**src/rtl/rv32_branch_ctrl_if.sv**
```systemverilog
// Decode/fetch-facing bus of the branch controller.
// slave  : the controller side (takes the decoded branch, drives redirect/stall).
// master : the core/testbench side.
// Signals: id_valid, id_pc, id_imm, id_rs1, is_cond, is_jmp, is_jalr,
//          branch_taken, fetch_ready (to controller); id_accept, stall, flush,
//          redirect_valid, redirect_pc, misalign_exc (from controller).
// When BRANCH_PERF_EN is defined the bus also carries perf_branches/perf_taken.
interface rv32_branch_ctrl_if;
  logic        id_valid;
  logic [31:0] id_pc;
  logic [31:0] id_imm;
  logic [31:0] id_rs1;
  logic        is_cond;
  logic        is_jmp;
  logic        is_jalr;
  logic        branch_taken;
  logic        fetch_ready;
  logic        id_accept;
  logic        stall;
  logic        flush;
  logic        redirect_valid;
  logic [31:0] redirect_pc;
  logic        misalign_exc;
`ifdef BRANCH_PERF_EN
  logic [31:0] perf_branches;
  logic [31:0] perf_taken;
`endif

  modport slave (
    input  id_valid, id_pc, id_imm, id_rs1, is_cond, is_jmp, is_jalr,
           branch_taken, fetch_ready,
    output id_accept, stall, flush, redirect_valid, redirect_pc, misalign_exc
`ifdef BRANCH_PERF_EN
    , output perf_branches, perf_taken
`endif
  );

  modport master (
    output id_valid, id_pc, id_imm, id_rs1, is_cond, is_jmp, is_jalr,
           branch_taken, fetch_ready,
    input  id_accept, stall, flush, redirect_valid, redirect_pc, misalign_exc
`ifdef BRANCH_PERF_EN
    , input perf_branches, perf_taken
`endif
  );
endinterface

```
**src/rtl/rv32_branch_ctrl.sv**
```systemverilog
// rv32_branch_ctrl: control-flow resolution for the single-stage rv32imc core.
// Takes a resolved branch/jump from decode, computes its target, issues a
// valid/ready redirect to fetch and holds decode (stall) / kills wrong-path
// slots (flush) until the redirect is consumed and FLUSH_CYCLES have elapsed.
// Ports: clk, rst (async, active high), bus (rv32_branch_ctrl_if.slave).
// Parameters: FLUSH_CYCLES (>=1) cycles in FLUSH after the redirect handshake;
//             IALIGN 16 (C extension) or 32 target alignment.
// Optional: define BRANCH_PERF_EN to add the perf_branches / perf_taken
//           counters on the bus.
module rv32_branch_ctrl #(
  parameter int FLUSH_CYCLES = 2,
  parameter int IALIGN       = 16
) (
  input  logic               clk,
  input  logic               rst,
  rv32_branch_ctrl_if.slave  bus
);
  localparam int CW = (FLUSH_CYCLES > 1) ? $clog2(FLUSH_CYCLES) : 1;

  typedef enum logic [1:0] {IDLE, REDIRECT, FLUSH} state_t;

  state_t        state, state_nxt;
  logic [CW-1:0] cnt, cnt_nxt;

  logic [31:0] pc_sum, jalr_sum, target;
  logic        use_jalr, taken, misalign, accept, take_ok;

  // Target calculation; JALR only counts when is_jmp is also set.
  assign use_jalr = bus.is_jmp & bus.is_jalr;
  assign pc_sum   = bus.id_pc + bus.id_imm;
  assign jalr_sum = bus.id_rs1 + bus.id_imm;
  assign target   = use_jalr ? (jalr_sum & ~32'h1) : pc_sum;

  generate
    if (IALIGN == 32) begin : g_al32
      assign misalign = |target[1:0];
    end else begin : g_al16
      assign misalign = target[0];
    end
  endgenerate

  // A jump wins when both is_cond and is_jmp are set.
  assign taken   = bus.is_jmp | (bus.is_cond & bus.branch_taken);
  assign accept  = bus.id_valid & (state == IDLE);
  assign take_ok = accept & taken & ~misalign;

  assign bus.id_accept      = accept;
  assign bus.stall          = (state != IDLE);
  assign bus.flush          = (state != IDLE);
  assign bus.redirect_valid = (state == REDIRECT);

  always_ff @(posedge clk or posedge rst) begin
    if (rst) begin
      state <= IDLE;
      cnt   <= '0;
    end else begin
      state <= state_nxt;
      cnt   <= cnt_nxt;
    end
  end

  always_comb begin
    state_nxt = state;
    cnt_nxt   = cnt;
    unique case (state)
      IDLE: begin
        if (take_ok) state_nxt = REDIRECT;
      end
      REDIRECT: begin
        if (bus.fetch_ready) begin
          state_nxt = FLUSH;
          cnt_nxt   = CW'(FLUSH_CYCLES - 1);
        end
      end
      FLUSH: begin
        if (cnt == '0) state_nxt = IDLE;
        else           cnt_nxt   = cnt - 1'b1;
      end
      default: begin
        state_nxt = IDLE;
        cnt_nxt   = '0;
      end
    endcase
  end

  // redirect_pc only loads on a new accepted redirect, so it stays stable
  // through any fetch backpressure.
  always_ff @(posedge clk or posedge rst) begin
    if (rst) begin
      bus.redirect_pc  <= '0;
      bus.misalign_exc <= 1'b0;
    end else begin
      bus.misalign_exc <= accept & taken & misalign;
      if (take_ok) bus.redirect_pc <= target;
    end
  end

`ifdef BRANCH_PERF_EN
  always_ff @(posedge clk or posedge rst) begin
    if (rst) begin
      bus.perf_branches <= '0;
      bus.perf_taken    <= '0;
    end else begin
      if (accept)  bus.perf_branches <= bus.perf_branches + 32'd1;
      if (take_ok) bus.perf_taken    <= bus.perf_taken + 32'd1;
    end
  end
`endif
endmodule

```
**src/flat_wrapper.sv**
```systemverilog
// flat-port wrapper written by rule: the top's interface ports become plain ports
module rv32_branch_ctrl_flat 
#(
  parameter int FLUSH_CYCLES = 2,
  parameter int IALIGN       = 16
)
  (clk, rst, bus_id_valid, bus_id_pc, bus_id_imm, bus_id_rs1, bus_is_cond, bus_is_jmp, bus_is_jalr, bus_branch_taken, bus_fetch_ready, bus_id_accept, bus_stall, bus_flush, bus_redirect_valid, bus_redirect_pc, bus_misalign_exc);
  rv32_branch_ctrl_if bus_i ();
  input  logic clk;
  input  logic rst;
  input wire logic [$bits(bus_i.id_valid)-1:0] bus_id_valid;
  input wire logic [$bits(bus_i.id_pc)-1:0] bus_id_pc;
  input wire logic [$bits(bus_i.id_imm)-1:0] bus_id_imm;
  input wire logic [$bits(bus_i.id_rs1)-1:0] bus_id_rs1;
  input wire logic [$bits(bus_i.is_cond)-1:0] bus_is_cond;
  input wire logic [$bits(bus_i.is_jmp)-1:0] bus_is_jmp;
  input wire logic [$bits(bus_i.is_jalr)-1:0] bus_is_jalr;
  input wire logic [$bits(bus_i.branch_taken)-1:0] bus_branch_taken;
  input wire logic [$bits(bus_i.fetch_ready)-1:0] bus_fetch_ready;
  output wire logic [$bits(bus_i.id_accept)-1:0] bus_id_accept;
  output wire logic [$bits(bus_i.stall)-1:0] bus_stall;
  output wire logic [$bits(bus_i.flush)-1:0] bus_flush;
  output wire logic [$bits(bus_i.redirect_valid)-1:0] bus_redirect_valid;
  output wire logic [$bits(bus_i.redirect_pc)-1:0] bus_redirect_pc;
  output wire logic [$bits(bus_i.misalign_exc)-1:0] bus_misalign_exc;
  assign bus_i.id_valid = bus_id_valid;
  assign bus_i.id_pc = bus_id_pc;
  assign bus_i.id_imm = bus_id_imm;
  assign bus_i.id_rs1 = bus_id_rs1;
  assign bus_i.is_cond = bus_is_cond;
  assign bus_i.is_jmp = bus_is_jmp;
  assign bus_i.is_jalr = bus_is_jalr;
  assign bus_i.branch_taken = bus_branch_taken;
  assign bus_i.fetch_ready = bus_fetch_ready;
  assign bus_id_accept = bus_i.id_accept;
  assign bus_stall = bus_i.stall;
  assign bus_flush = bus_i.flush;
  assign bus_redirect_valid = bus_i.redirect_valid;
  assign bus_redirect_pc = bus_i.redirect_pc;
  assign bus_misalign_exc = bus_i.misalign_exc;
  rv32_branch_ctrl #(.FLUSH_CYCLES(FLUSH_CYCLES), .IALIGN(IALIGN)) u_core (.clk(clk), .rst(rst), .bus(bus_i));
endmodule
```
**config.mk**
```make
export PLATFORM = sky130hd
export DESIGN_NAME = rv32_branch_ctrl_flat
export DESIGN_NICKNAME = d
export VERILOG_FILES = /design/src/rtl/rv32_branch_ctrl_if.sv /design/src/rtl/rv32_branch_ctrl.sv /design/src/flat_wrapper.sv
export SDC_FILE = /design/constraint.sdc
export NUM_CORES = 1
export LEC_CHECK = 0
export BUFFER_PORTS_ARGS = -buffer_cell sky130_fd_sc_hd__buf_2
export CAP_MARGIN = 20
export CORE_MARGIN = 1.5
export CORE_UTILIZATION = 28
export CTS_CLUSTER_DIAMETER = 200
export DETAILED_ROUTE_END_ITERATION = 12
export HOLD_SLACK_MARGIN = 0.15
export PLACE_DENSITY = 0.59
export SETUP_SLACK_MARGIN = 0.3
export SLEW_MARGIN = 20
export SYNTH_ARGS = -nofsm -noshare
export SYNTH_HDL_FRONTEND = slang
export SYNTH_SLANG_ARGS = --single-unit
```
**constraint.sdc**
```tcl
create_clock -name clk -period 2.3 [get_ports clk]
set_input_delay 0.115 -clock clk [delete_from_list [all_inputs] [get_ports clk]]
set_output_delay 0.115 -clock clk [all_outputs]
set_load 0.03 [all_outputs]
```
==> results_dict.tcl <==
set metrics [dict create \
    grt_pass1_vias 5152 \
    layout-drive-gt1-share 0.419 \
    required_ns 2.50 \
    rsz0062_at_grt "yes" \
    clock.fmax_mhz 430 \
    num-fill-cells 1649 \
    drtAntennaViolNets 0 \
    cts_tree "built" \
    cts_buffers 5 \
    dr.pass1.iters 5 \
    seqCellArea_um2 901 \
    irDropWorstVdd_uv 383 \
    synth_cells 611 \
    routed-via-count 5401 \
    dieArea_um2 17900 \
    fin_ws_ns -0.0263 \
    criticalPathCategory "in2reg" \
    synth_flop_cell "dfrtp_1" \
    io_buffers 140 \
    hpwlAfterDp_um 13700 \
    io_pins 141 \
    ys_warn_count 0 \
    status "finished, violations left" \
    synth_fp_nets 778 \
    worstPathCellList "buf_8 > ha_4 > fa_2 > a211oi_4 > o21bai_4 > a211oi_4 > buf_6 > o221ai_4 > a21oi_2 > or3_4 > a21oi_4 > mux2_4 > a211oi_2" \
    p_leak_nw 3.38 \
    worst_clock_skew_ns 0.00652 \
    cp-end-kind "register" \
    start_util 0.289 \
    wire_per_inst_um 15.4 \
    via_per_inst 4.99 \
    arrival_ns 2.52 \
    htree_levels 2 \
    die_h_um 134 \
    antenna_found_initial 0 \
    drtIter0Drc 261 \
    avgSynthCellArea_um2 7.86 \
    core_um2 16600 \
    slowest_delay_ns 0.39 \
    cts_buffer_depth 2 \
    async_flop_share 1.00 \
    cts-root-buf "clkbuf_16" \
    violations "negative setup slack" \
    drt_drc_violations_left 0 \
    final_cell_mix "buf_2 (137), buf_4 (118), nand2_1 (71)" \
    synthToLayoutAreaGrowth_pct 50.7 \
    final_util 0.435 \
    diodes 0 \
    path_buf_inv 2 \
    tightestPinTransition_ns 0.508 \
    synth_edf_count 0 \
    hold_viol_final 0 \
    grt.overflow.total 0 \
    path_delay_family "compound AO/OA/AOI/OAI gates" \
    synth_seq_cells 36 \
    grt_use_total 0.181 \
    die_w_um 134 \
    slew_violations 0 \
    grt_max_degree 37 \
    finalCritPeriodShare 1.01 \
    hold_path.class "in2reg" \
    slew_headroom 0.657 \
    synth_cell_types 72 \
    min_period_ns 2.33 \
    worst-path-max-fanout 5 \
    insertion_delay_ns 0.28 \
    critPathLaunchType "input pin" \
    final_common_cell "buf_2" \
    clock_sinks 36 \
    syn-cell-area_um2 4800 \
    p_total_mw 4.83 \
    grt_pass1_wl_um 26300 \
    multi_input_area_um2 4130 \
    setup_viol 1 \
    slowest_stage "fa_2" \
    worst_path_most_repeated_cell "a211oi_4" \
    p_per_area_nw_per_um2 668 \
    yosysSeqAreaShare 0.188 \
    placementRows 47 \
    final_net_count 1029 \
    wl_um 16700 \
    gp_congestion 0.896 \
    drv_cap 0 \
    clkTransAtPathRegs_ns 0.06 \
]
[stage by stage]
step | TNS (ns) | instance area [um^2] | hold WS [ns] | setup WS, ns | instances
3_3_place_gp | -2.52 | 6540 | 0.260 | -0.255 | 1056
4_1_cts | 0 | 6960 | 0.151 | 0.0333 | 1073
6_report | -0.0263 | 7240 | 0.193 | -0.0263 | 1083
3_5_place_dp | -2.89 | 6540 | 0.260 | -0.302 | 1056
5_1_grt | -0.455 | 7240 | 0.213 | -0.146 | 1083
2_1_floorplan | -0.00868 | 4880 | 0.223 | -0.00868 | 611
[layer usage]
layer	vias to the layer above	share of wire	track usage
met4	0	0.010	0.0326
met5	-	0	0
met1	2489	0.49	0.268
li1	2744	-	-
met2	155	0.45	0.292
met3	13	0.046	0.0113
[flip-flops by register name, indices dropped and copies added (netlist names)]
register	cells
u_core.bus.redirect_pc	32
u_core.state	2
u_core.bus.misalign_exc	1
u_core.cnt	1
[logic make-up after synthesis]
kind of cell	Yosys count	share of synthesized area
AOI/OAI and AO/OA	230	0.319
xor gates and xnor gates	53	0.0966
DFF	36	0.188
muxes	5	0.0115
buffers and inverters	41	0.0417
adders and majority gates	63	0.167
and+or+nand+nor	183	0.177
[final timing paths]
path | start | endpoint | slack (ns) | cells after the start
max in group asynchronous | rst | u_core.bus.redirect_pc[4] | 1.46 | 4
min reg2reg | u_core.bus.redirect_pc[14] | u_core.bus.redirect_pc[14] | 0.47 | 2
max reg2reg | u_core.state[0] | u_core.bus.redirect_pc[19] | 0.49 | 7
max | bus_id_imm[0] | u_core.bus.redirect_pc[30] | -0.03 | 13
min | bus_is_jalr | u_core.bus.misalign_exc | 0.19 | 4
min in group asynchronous | rst | u_core.bus.redirect_pc[0] | 0.49 | 4
[power breakdown]
part           internal [mW]  total (mW)  switching (mW)
clock                  0.433       0.705           0.272
combinational           1.19        3.01            1.82
sequential             0.925        1.11           0.187
total                   2.55        4.83            2.28
[final cells by class]
| cell class | count | share of cell area |
|---|---|---|
| clock buffers | 6 | 0.0192 |
| clock inverters | 2 | 0.00190 |
| repair buffers | 267 | 0.236 |
| multi-input cells | 534 | 0.571 |
| well taps | 220 | 0.0380 |
| flip-flops and latches | 36 | 0.124 |
| inverters | 18 | 0.00934 |
[worst reg2reg max path, cell delays in order (launching register included)]
cell     delay (ns)
dfrtp_1        0.40
nor2_1         0.13
and2_1         0.20
nand3_2        0.21
nor2_2         0.39
buf_4          0.25
a22oi_1        0.07
o21ai_0        0.08
[cell usage after synthesis, types with 3 or more instances]
library cell | instances | area share
mux2i_1 | 4 | 0.0083
nand3_1 | 19 | 0.020
o21ai_1 | 7 | 0.0073
a221oi_1 | 4 | 0.0073
xor2_1 | 17 | 0.031
o21a_1 | 6 | 0.0094
nor2_1 | 51 | 0.040
nand2_1 | 71 | 0.055
and2_1 | 6 | 0.0078
o21ai_0 | 42 | 0.044
a21o_1 | 19 | 0.030
xnor2_1 | 36 | 0.066
clkbuf_1 | 16 | 0.013
a22oi_1 | 3 | 0.0047
o21bai_1 | 14 | 0.022
nor3_1 | 6 | 0.0063
inv_1 | 18 | 0.014
a211oi_1 | 9 | 0.014
nand4_1 | 11 | 0.014
o22ai_1 | 7 | 0.0091
a31oi_1 | 11 | 0.014
dfrtp_1 | 36 | 0.19
ha_1 | 61 | 0.16
a21oi_2 | 6 | 0.011
a21oi_1 | 73 | 0.076
[what timing repair did]
action / in CTS / in global routing
pin swaps: 26 / 32
gates cloned: 0 / 0
setup endpoints to repair: 17 / 22
setup buffers: 7 / 10
gates resized for setup: 36 / 39
hold endpoints to repair: 39 / 0
hold buffers: 2 / 0
Note: power is estimated with default switching activity, not from simulation.
